===== src/rtl/uart_tx_mmio.sv =====
// uart_tx_mmio: memory-mapped 8N1 UART transmitter with an 8-entry TX FIFO.
//
// Ports
//   clk       system clock, rising edge
//   reset     synchronous active-high reset
//   cs_n      chip select from the address decoder, active low
//   wen       bus write strobe, qualified by ~cs_n
//   addr      byte offset; addr[3:2] selects TXDATA / STATUS / CTRL / reserved
//   wdata     store data
//   rdata     read data, combinational from addr and current state (0 when deselected)
//   uart_txd  serial output, idle high, LSB first
//   tx_busy   high while the serializer is not idle
//   irq       irq_en & fifo empty & ~tx_busy
//
// Register map
//   0x0 TXDATA  W: push wdata[7:0]      R: 0
//   0x4 STATUS  R: [0]full [1]empty [2]tx_busy [3]overflow [7:4]count
//               W: a 1 in bit 3 clears overflow
//   0x8 CTRL    R/W: [0]tx_en [1]irq_en
//   0xC         reads 0, writes ignored
module uart_tx_mmio #(
    parameter int unsigned CLOCK_FREQ = 125_000_000,
    parameter int unsigned BAUD_RATE  = 115_200,
    parameter int unsigned FIFO_DEPTH = 8
) (
    input  logic        clk,
    input  logic        reset,
    input  logic        cs_n,
    input  logic        wen,
    input  logic [3:0]  addr,
    input  logic [31:0] wdata,
    output logic [31:0] rdata,
    output logic        uart_txd,
    output logic        tx_busy,
    output logic        irq
);

    localparam int unsigned CLKS_PER_BIT = CLOCK_FREQ / BAUD_RATE;
    localparam int unsigned CNT_W        = $clog2(CLKS_PER_BIT);
    localparam int unsigned PTR_W        = $clog2(FIFO_DEPTH);
    localparam int unsigned CNT_FW       = PTR_W + 1;

    typedef enum logic [1:0] {
        IDLE  = 2'd0,
        START = 2'd1,
        DATA  = 2'd2,
        STOP  = 2'd3
    } state_t;

    typedef struct packed {
        logic [3:0] count;
        logic       overflow;
        logic       tx_busy;
        logic       empty;
        logic       full;
    } status_t;

    // Serializer state
    state_t             state_q, state_d;
    logic [CNT_W-1:0]   baud_q, baud_d;
    logic [2:0]         bit_q, bit_d;
    logic [7:0]         shreg_q, shreg_d;
    logic               txd_d;
    logic               baud_done;

    // FIFO and control state
    logic [7:0]         fifo_mem [FIFO_DEPTH];
    logic [PTR_W-1:0]   wr_ptr_q, rd_ptr_q;
    logic [CNT_FW-1:0]  count_q, count_d;
    logic               ovf_q, ovf_d;
    logic               tx_en_q, tx_en_d;
    logic               irq_en_q, irq_en_d;
    logic               irq_d;

    // Bus decode and FIFO handshake
    logic               wr_hit;
    logic               sel_data, sel_status, sel_ctrl;
    logic               push_req, push_ok, pop;
    logic               full, empty;
    status_t            status;

    logic               unused_bits;
    assign unused_bits = ^{wdata[31:8], addr[1:0]};

    // Address decode; a push that finds the FIFO full is still accepted if the FSM pops this cycle
    always_comb begin
        wr_hit     = ~cs_n & wen;
        sel_data   = (addr[3:2] == 2'd0);
        sel_status = (addr[3:2] == 2'd1);
        sel_ctrl   = (addr[3:2] == 2'd2);
        full       = (count_q == CNT_FW'(FIFO_DEPTH));
        empty      = (count_q == '0);
        pop        = (state_q == IDLE) & tx_en_q & ~empty;
        push_req   = wr_hit & sel_data;
        push_ok    = push_req & (~full | pop);
    end

    // FIFO occupancy, sticky overflow (set beats clear) and CTRL register
    always_comb begin
        count_d  = count_q;
        ovf_d    = ovf_q;
        tx_en_d  = tx_en_q;
        irq_en_d = irq_en_q;
        case ({push_ok, pop})
            2'b10:   count_d = count_q + CNT_FW'(1);
            2'b01:   count_d = count_q - CNT_FW'(1);
            default: count_d = count_q;
        endcase
        if (wr_hit && sel_status && wdata[3]) begin
            ovf_d = 1'b0;
        end
        if (push_req && !push_ok) begin
            ovf_d = 1'b1;
        end
        if (wr_hit && sel_ctrl) begin
            tx_en_d  = wdata[0];
            irq_en_d = wdata[1];
        end
    end

    assign baud_done = (baud_q == CNT_W'(CLKS_PER_BIT - 1));

    // Serializer next state; txd_d is the line level for the state being entered
    always_comb begin
        state_d = state_q;
        baud_d  = baud_q;
        bit_d   = bit_q;
        shreg_d = shreg_q;
        txd_d   = uart_txd;
        case (state_q)
            IDLE: begin
                txd_d  = 1'b1;
                baud_d = '0;
                if (pop) begin
                    shreg_d = fifo_mem[rd_ptr_q];
                    state_d = START;
                    txd_d   = 1'b0;
                end
            end
            START: begin
                txd_d = 1'b0;
                if (baud_done) begin
                    baud_d  = '0;
                    bit_d   = '0;
                    state_d = DATA;
                    txd_d   = shreg_q[0];
                end else begin
                    baud_d = baud_q + CNT_W'(1);
                end
            end
            DATA: begin
                txd_d = shreg_q[0];
                if (baud_done) begin
                    baud_d = '0;
                    if (bit_q == 3'd7) begin
                        state_d = STOP;
                        txd_d   = 1'b1;
                    end else begin
                        bit_d   = bit_q + 3'd1;
                        shreg_d = {1'b0, shreg_q[7:1]};
                        txd_d   = shreg_q[1];
                    end
                end else begin
                    baud_d = baud_q + CNT_W'(1);
                end
            end
            STOP: begin
                txd_d = 1'b1;
                if (baud_done) begin
                    baud_d  = '0;
                    state_d = IDLE;
                end else begin
                    baud_d = baud_q + CNT_W'(1);
                end
            end
            default: begin
                state_d = IDLE;
                baud_d  = '0;
                txd_d   = 1'b1;
            end
        endcase
    end

    // irq registered from next-state values so it tracks the registered flags exactly
    assign irq_d = irq_en_d & (count_d == '0) & (state_d == IDLE);

    // State registers; reset also wins over any bus write in the same cycle
    always_ff @(posedge clk) begin
        if (reset) begin
            state_q  <= IDLE;
            baud_q   <= '0;
            bit_q    <= '0;
            shreg_q  <= '0;
            uart_txd <= 1'b1;
            tx_busy  <= 1'b0;
            irq      <= 1'b0;
            wr_ptr_q <= '0;
            rd_ptr_q <= '0;
            count_q  <= '0;
            ovf_q    <= 1'b0;
            tx_en_q  <= 1'b1;
            irq_en_q <= 1'b0;
        end else begin
            state_q  <= state_d;
            baud_q   <= baud_d;
            bit_q    <= bit_d;
            shreg_q  <= shreg_d;
            uart_txd <= txd_d;
            tx_busy  <= (state_d != IDLE);
            irq      <= irq_d;
            count_q  <= count_d;
            ovf_q    <= ovf_d;
            tx_en_q  <= tx_en_d;
            irq_en_q <= irq_en_d;
            if (push_ok) begin
                wr_ptr_q <= wr_ptr_q + PTR_W'(1);
            end
            if (pop) begin
                rd_ptr_q <= rd_ptr_q + PTR_W'(1);
            end
        end
    end

    // FIFO storage, no reset needed
    always_ff @(posedge clk) begin
        if (push_ok && !reset) begin
            fifo_mem[wr_ptr_q] <= wdata[7:0];
        end
    end

    // Read mux, valid in the same cycle as the access
    always_comb begin
        status.count    = 4'(count_q);
        status.overflow = ovf_q;
        status.tx_busy  = tx_busy;
        status.empty    = empty;
        status.full     = full;
        rdata = '0;
        if (!cs_n) begin
            case (addr[3:2])
                2'd1:    rdata = 32'(status);
                2'd2:    rdata = {30'd0, irq_en_q, tx_en_q};
                default: rdata = '0;
            endcase
        end
    end

endmodule


===== config.mk =====
export PLATFORM = sky130hd
export DESIGN_NAME = uart_tx_mmio
export DESIGN_NICKNAME = d
export VERILOG_FILES = /design/src/rtl/uart_tx_mmio.sv
export SDC_FILE = /design/constraint.sdc
export NUM_CORES = 1
export LEC_CHECK = 0
export ABC_AREA = 1
export CORE_AREA = 2 2 108 110
export DETAILED_ROUTE_END_ITERATION = 10
export DIE_AREA = 0 0 110 112
export PLACE_DENSITY_LB_ADDON = 0.05
export SLEW_MARGIN = 20
export SYNTH_ARGS = -nofsm -noshare
export SYNTH_HDL_FRONTEND = slang
export SYNTH_SLANG_ARGS = --single-unit

===== constraint.sdc =====
create_clock -name clk -period 2.65 [get_ports clk]
set_input_delay 0.6625 -clock clk [delete_from_list [all_inputs] [get_ports clk]]
set_output_delay 0.6625 -clock clk [all_outputs]
set_load 0.03 [all_outputs]

==> results of run 1 <==
## how the worst max path moves through the flow
| stage | start | to | slack (ps) | depth (start not counted) |
|---|---|---|---|---|
| 2_1_floorplan | addr[2] | fifo_mem[0][0] | 140 | 6 |
| 3_3_place_gp | addr[2] | fifo_mem[0][4] | -40 | 9 |
| 3_5_place_dp | addr[2] | irq | -60 | 15 |
| 4_1_cts | addr[2] | rdata[0] | 50 | 8 |
| 5_1_grt | count_q[1] | rdata[0] | 180 | 8 |
| 6_report | cs_n | rdata[5] | 270 | 6 |
## critical path: stages
cell and delay [ps]:
clkdlybuf4s50_1 430, buf_4 170, nor2_2 130, inv_2 70
nor2_1 90, buf_4 170
## cell usage after synthesis, types with 3 or more instances
| cell type | n | share of area, % |
|---|---|---|
| nor2_2 | 6 | 0.76 |
| nand4_1 | 5 | 0.63 |
| nand2_1 | 112 | 8.5 |
| nand2_2 | 3 | 0.38 |
| nor3_1 | 3 | 0.30 |
| inv_1 | 45 | 3.4 |
| a21oi_1 | 19 | 1.9 |
| dfxtp_1 | 43 | 17 |
| edfxtp_1 | 64 | 39 |
| buf_4 | 24 | 3.7 |
| clkbuf_1 | 12 | 0.91 |
| nor2_1 | 59 | 4.5 |
| ha_1 | 11 | 2.8 |
| o22ai_1 | 6 | 0.76 |
| nand3_1 | 65 | 6.6 |
| o21ai_0 | 18 | 1.8 |
## logic make-up (layout without fill, tap and decap cells)
kind of cell | Yosys count | after routing | synth area share (%)
flops | 107 | 107 | 56.4
compound gates | 51 | 51 | 5.93
simple gates | 270 | 270 | 25.1
xor+xnor | 4 | 4 | 0.710
buf+inv | 87 | 112 | 8.62
fa+ha+maj | 12 | 12 | 3.19
other cells | 1 | 24 | 0.0760
## state kept, by name, indices dropped and copies added, names as in the netlist, 2 cells and up, named ones only
name,cells
fifo_mem,64
baud_q,11
count_q,4
shreg_q,8
wr_ptr_q,3
rd_ptr_q,3
bit_q,3
state_q,2
## power groups by stage
stage	Clock, µW	Combinational [µW]	Sequential, µW
5_1_grt	1360	1670	1980
3_5_place_dp	0	1470	2000
6_report	1270	1460	1970
3_3_place_gp	0	1450	2000
2_1_floorplan	0	1100	2000
4_1_cts	1300	1480	1960
## timing repair
| action | in CTS | in global routing |
|---|---|---|
| resized for setup | 0 | 10 |
| setup endpoints to repair | 0 | 6 |
| setup buffers | 0 | 1 |
| hold buffers | 0 | 0 |
## through the flow
step           cell area (µm²)  TNS, ps  setup WS, ps  utilization [%]
2_1_floorplan             5020        0           135                -
3_3_place_gp              5370     -208         -35.6             48.0
3_5_place_dp              5370     -414         -63.8             48.0
4_1_cts                   5650        0          52.5             50.5
5_1_grt                   5680        0           179             50.8
6_report                  5680        0           266             50.8
## final cells by class
type / count / area [µm²] / area share [%]
Clock buffer: 11 / 243 / 4.28
Clock inverter: 5 / 37.5 / 0.661
Inverter: 47 / 176 / 3.11
Multi-Input combinational cell: 361 / 1850 / 32.5
Sequential cell: 107 / 2780 / 49.0
Tap cell: 143 / 179 / 3.15
Timing Repair Buffer: 49 / 413 / 7.27
## layer usage
metal,share of wire (%),global-route usage [%],vias to the layer above
met5,0,0,-
met4,1.8,6.75,0
met3,3.6,2.34,11
met2,49,29.7,59
met1,46,24.9,1678
li1,-,-,1811
==> metrics.cfg, run 1 <==
[grt]
grt_max_degree=33
grt_pass1_wl_um=17000
grt_pass1_vias=3376
gr-total-overflow=0
antenna_found_initial=0
grt_usage_pct=18.3

[synthesis]
synth_cells=532
async_reset_ff_share_pct=0
ys_seq_area_share_pct=56.4
synth.distinct_cells=41
synth_edf_count=64
yosysWarnings=0
ys_ff_latch=107
syn-mean-instance-area_um2=9.28
synthFlopType=edfxtp_1
synth_area_um2=4940

[power]
pwr-share-seq_pct=41.9
p_leak_uw=0.00228
p_int_uw=3040
p_comb_share_pct=31.1
p_clk_share_pct=27.0
total_power_uw=4690
switching_share_pct=35.2
p_per_area_nw_per_um2=827
max-vdd-ir-drop_mv=0.441
power.switching_uw=1650

[cts]
cts_sinks=107
cts_buffer_depth=2
cts_tree=yes
clock_latency_ps=340
clk_pin_slew_ps=70
htree_levels=3
cts-root-buf=clkbuf_16
numCtsBuffers=9

[placed_design]
io_buffers=24
hpwlAfterDp_um=6990
place.gp.congestion=0.787
dp.cells=706

[die]
std_cell_rows=39
die_h_um=112
start_util_pct=44.2
die_x_um=110
core_um2=11200
ios=75
dieArea_um2=12300

[hold_path]
hold_depth=1
hold_end=rd_ptr_q[2]
hold_class=flop to flop
hold_start=rd_ptr_q[2]

[drt]
drc_errors=0
wire_per_inst_um=14.4
vias=3559
wl_um=10400
firstDrtPassIters=4
drt_iter0_drc=239
ant_nets=0
viasPerCell=4.92

[timing]
rsz0062_at_grt=false
fin_crit_sh_pct=90.0
hold_viol_final=0
setup_violations=0
fin_crit_ps=2380
whs_ps=451
worstMarginPinSlew_ps=630
max_slew_margin_pct=58.0
drv_slew=0
clock_skew_ps=8.37
fmax_ghz=0.419

[setup_path]
worstPathMaxFanout=5
r2r_cells=8
worstReg2RegStart=state_q[0]
critPathKind=input pin to output port
cp-start-kind=input pin
crit_path_end_kind=output port
worstPathRequired_ps=1990
worst_ep_arrival_time_ps=1720
reg2reg_slack_ps=720
r2r_end=fifo_mem[0][3]

[cells_and_area]
fillCellCount=1044
fin_nets=627
final_common_cell=nand2_1
final_cell_count_no_fill=723
drive_gt1_share_pct=14.0
diodes=0
syn2layout_area_growth_pct=15.0
final_cell_mix=nand2_1 (112), nand3_1 (65), edfxtp_1 (64)

[job]
maxCapViolCount=0

[run_status]
outcome=finished, final reports clean

Power figures use the tool's default switching activity.
==> run 2, diff against run 1 <==
--- a/config.mk
+++ b/config.mk
@@ -10,7 +10,6 @@
 export DETAILED_ROUTE_END_ITERATION = 10
 export DIE_AREA = 0 0 110 112
 export PLACE_DENSITY_LB_ADDON = 0.05
-export SLEW_MARGIN = 20
 export SYNTH_ARGS = -nofsm -noshare
 export SYNTH_HDL_FRONTEND = slang
 export SYNTH_SLANG_ARGS = --single-unit
==> results of run 2 <==
The final DEF is identical to that of run 1; final timing and power are the same.
==> run 3, diff against run 2 <==
==> constraint.sdc (replaced) <==
create_clock -name clk -period 2 [get_ports clk]
set_input_delay 0.5 -clock clk [delete_from_list [all_inputs] [get_ports clk]]
set_output_delay 0.5 -clock clk [all_outputs]
set_load 0.03 [all_outputs]
==> run 3 against run 2 <==
  * First-iteration DRC count decreased by 12%
  * Register-to-register slack worse by 570 ps
  * Combinational power grew 45%
  * Die area unchanged
  * Global-route usage rose by 0.64 points
  * Cell count grew 2.6%
  * Core utilization is 2.1 points higher
  * Total power is 37% higher
  * Hold slack worse by 6.4 ps
  * Sequential power grew 32%
  * Sequential cell count unchanged
  * Critical path type unchanged
  * Largest cell class unchanged
==> metrics.cfg, run 3 (synthesis results as in run 1) <==
[setup_path]
crit_path_end_kind=output port
worstPathMaxFanout=2  ; -3
critPathKind=input pin to output port
cp-startpoint=addr[2]
reg2reg_slack_ps=150  ; -570 ps
worstPathRequired_ps=1500  ; -490 ps
worst_ep_arrival_time_ps=1430  ; -290 ps
worstReg2RegStart=state_q[0]
cp-start-kind=input pin

[cells_and_area]
drive_gt1_share_pct=19.7  ; +5.7 points
diodes=0  ; unchanged
top_register=fifo_mem
fin_util_pct=53.0  ; +2.1 points
syn2layout_area_growth_pct=19.9
largest_reg_flops=64  ; unchanged
top_regs=fifo_mem (64), baud_q (11), shreg_q (8)
final_cell_mix=nand2_1 (107), nand3_1 (65), edfxtp_1 (64)
fin_nets=646  ; +3.0%
final_common_cell=nand2_1

[drt]
drt_iter0_drc=210  ; -12%
wl_um=10800  ; +4.2%
drc_errors=0  ; unchanged
vias=3593  ; +0.96%
viasPerCell=4.84  ; -1.6%
wire_per_inst_um=14.6  ; +1.5%
ant_nets=0  ; unchanged
firstDrtPassIters=4  ; unchanged

[cts]
numCtsBuffers=9  ; unchanged
cts_sinks=107  ; unchanged
hold_buffers=0  ; unchanged
htree_levels=3  ; unchanged
clk_pin_slew_ps=70  ; about the same
cts_buffer_depth=2  ; unchanged
cts-root-buf=clkbuf_16
cts_tree=yes
clock_latency_ps=340  ; about the same

[job]
maxCapViolCount=0  ; unchanged

[power]
p_leak_uw=0.00237  ; +3.9%
p_per_area_nw_per_um2=1090  ; +32%
total_power_uw=6440  ; +37%
max-vdd-ir-drop_mv=0.580  ; +32%

[grt]
grt_max_degree=33  ; unchanged
gr-total-overflow=0  ; unchanged
grt_pass1_vias=3497  ; +3.6%
antenna_found_initial=0  ; unchanged
grt_usage_pct=18.9  ; +0.64 points
grt_pass1_wl_um=17500  ; +3.1%

[die]
start_util_pct=44.2  ; unchanged
std_cell_rows=39  ; unchanged
ios=75  ; unchanged
core_um2=11200  ; unchanged
die_x_um=110  ; unchanged
dieArea_um2=12300  ; unchanged
die_h_um=112  ; unchanged

[timing]
setup_violations=0  ; unchanged
fmax_ghz=0.518
fin_crit_sh_pct=96.4
clock_skew_ps=5.07  ; -3.30 ps
drv_slew=0  ; unchanged
hold_viol_final=0  ; unchanged
fin_crit_ps=1930
rsz0062_at_grt=true

[placed_design]
hpwlAfterDp_um=7290  ; +4.3%
place.gp.congestion=0.825  ; +4.8%
io_buffers=24  ; unchanged

[run_status]
outcome=finished, final reports clean

[hold_path]
hold_class=flop to flop
hold_start=rd_ptr_q[2]

run 3: timing repair:
| item | in CTS | in global routing |
|---|---|---|
| hold endpoints to repair | 0 | 0 |
| endpoints found under the setup margin | 75 | 47 |
| setup buffers | 6 | 1 |
| resized for setup | 25 | 20 |
| pin swaps | 7 | 3 |
run 3: metrics by stage:
step                TNS [ps]  worst slack [ps]  area, µm²  hold WS (ps)  cells
floorplan              -3300              -130       5030           412    555
global placement      -30340              -524       5460           426    719
detailed placement    -31530              -573       5460           437    719
CTS                        0              1.46       5850           447    741
global route           -22.4             -22.4       5920           485    742
finish                     0              71.2       5920           444    742
run 3: final cells by class:
class | instances | area [µm²]
Tap cell | 143 | 179
Clock inverter | 1 | 7.51
Sequential cell | 107 | 2790
Clock buffer | 15 | 279
Inverter | 47 | 181
Timing Repair Buffer | 68 | 551
Fill cell | 1054 | 5260
Multi-Input combinational cell | 361 | 1930
run 3: critical path, cell delays in order:
cell and delay (ps):
buf_2 130, inv_2 60, buf_6 90, ha_4 120
inv_1 50, o22ai_2 160, nand2_1 70, nor2_1 90
buf_4 160
run 3: per-layer routing:
metal  share of wire [%]  global-route usage, %
met5                   0                      0
met4                 1.2                   7.34
met3                 2.2                   2.40
met2                  50                   31.3
met1                  46                   25.1
run 3: final timing paths:
check	depth (start not counted)	to
worst min-delay path	1	rd_ptr_q[2]
worst min register to register	1	rd_ptr_q[2]
worst max register to register	11	irq
worst max-delay path	9	rdata[0]
run 3: report_power, final:
| part | leakage (µW) | switching (µW) | total (µW) | internal (µW) |
|---|---|---|---|---|
| Combinational | 0.00130 | 1360 | 2120 | 762 |
| Sequential | 0.000927 | 109 | 2610 | 2500 |
| Clock | 0.000135 | 753 | 1710 | 958 |
| Total | 0.00237 | 2220 | 6440 | 4220 |
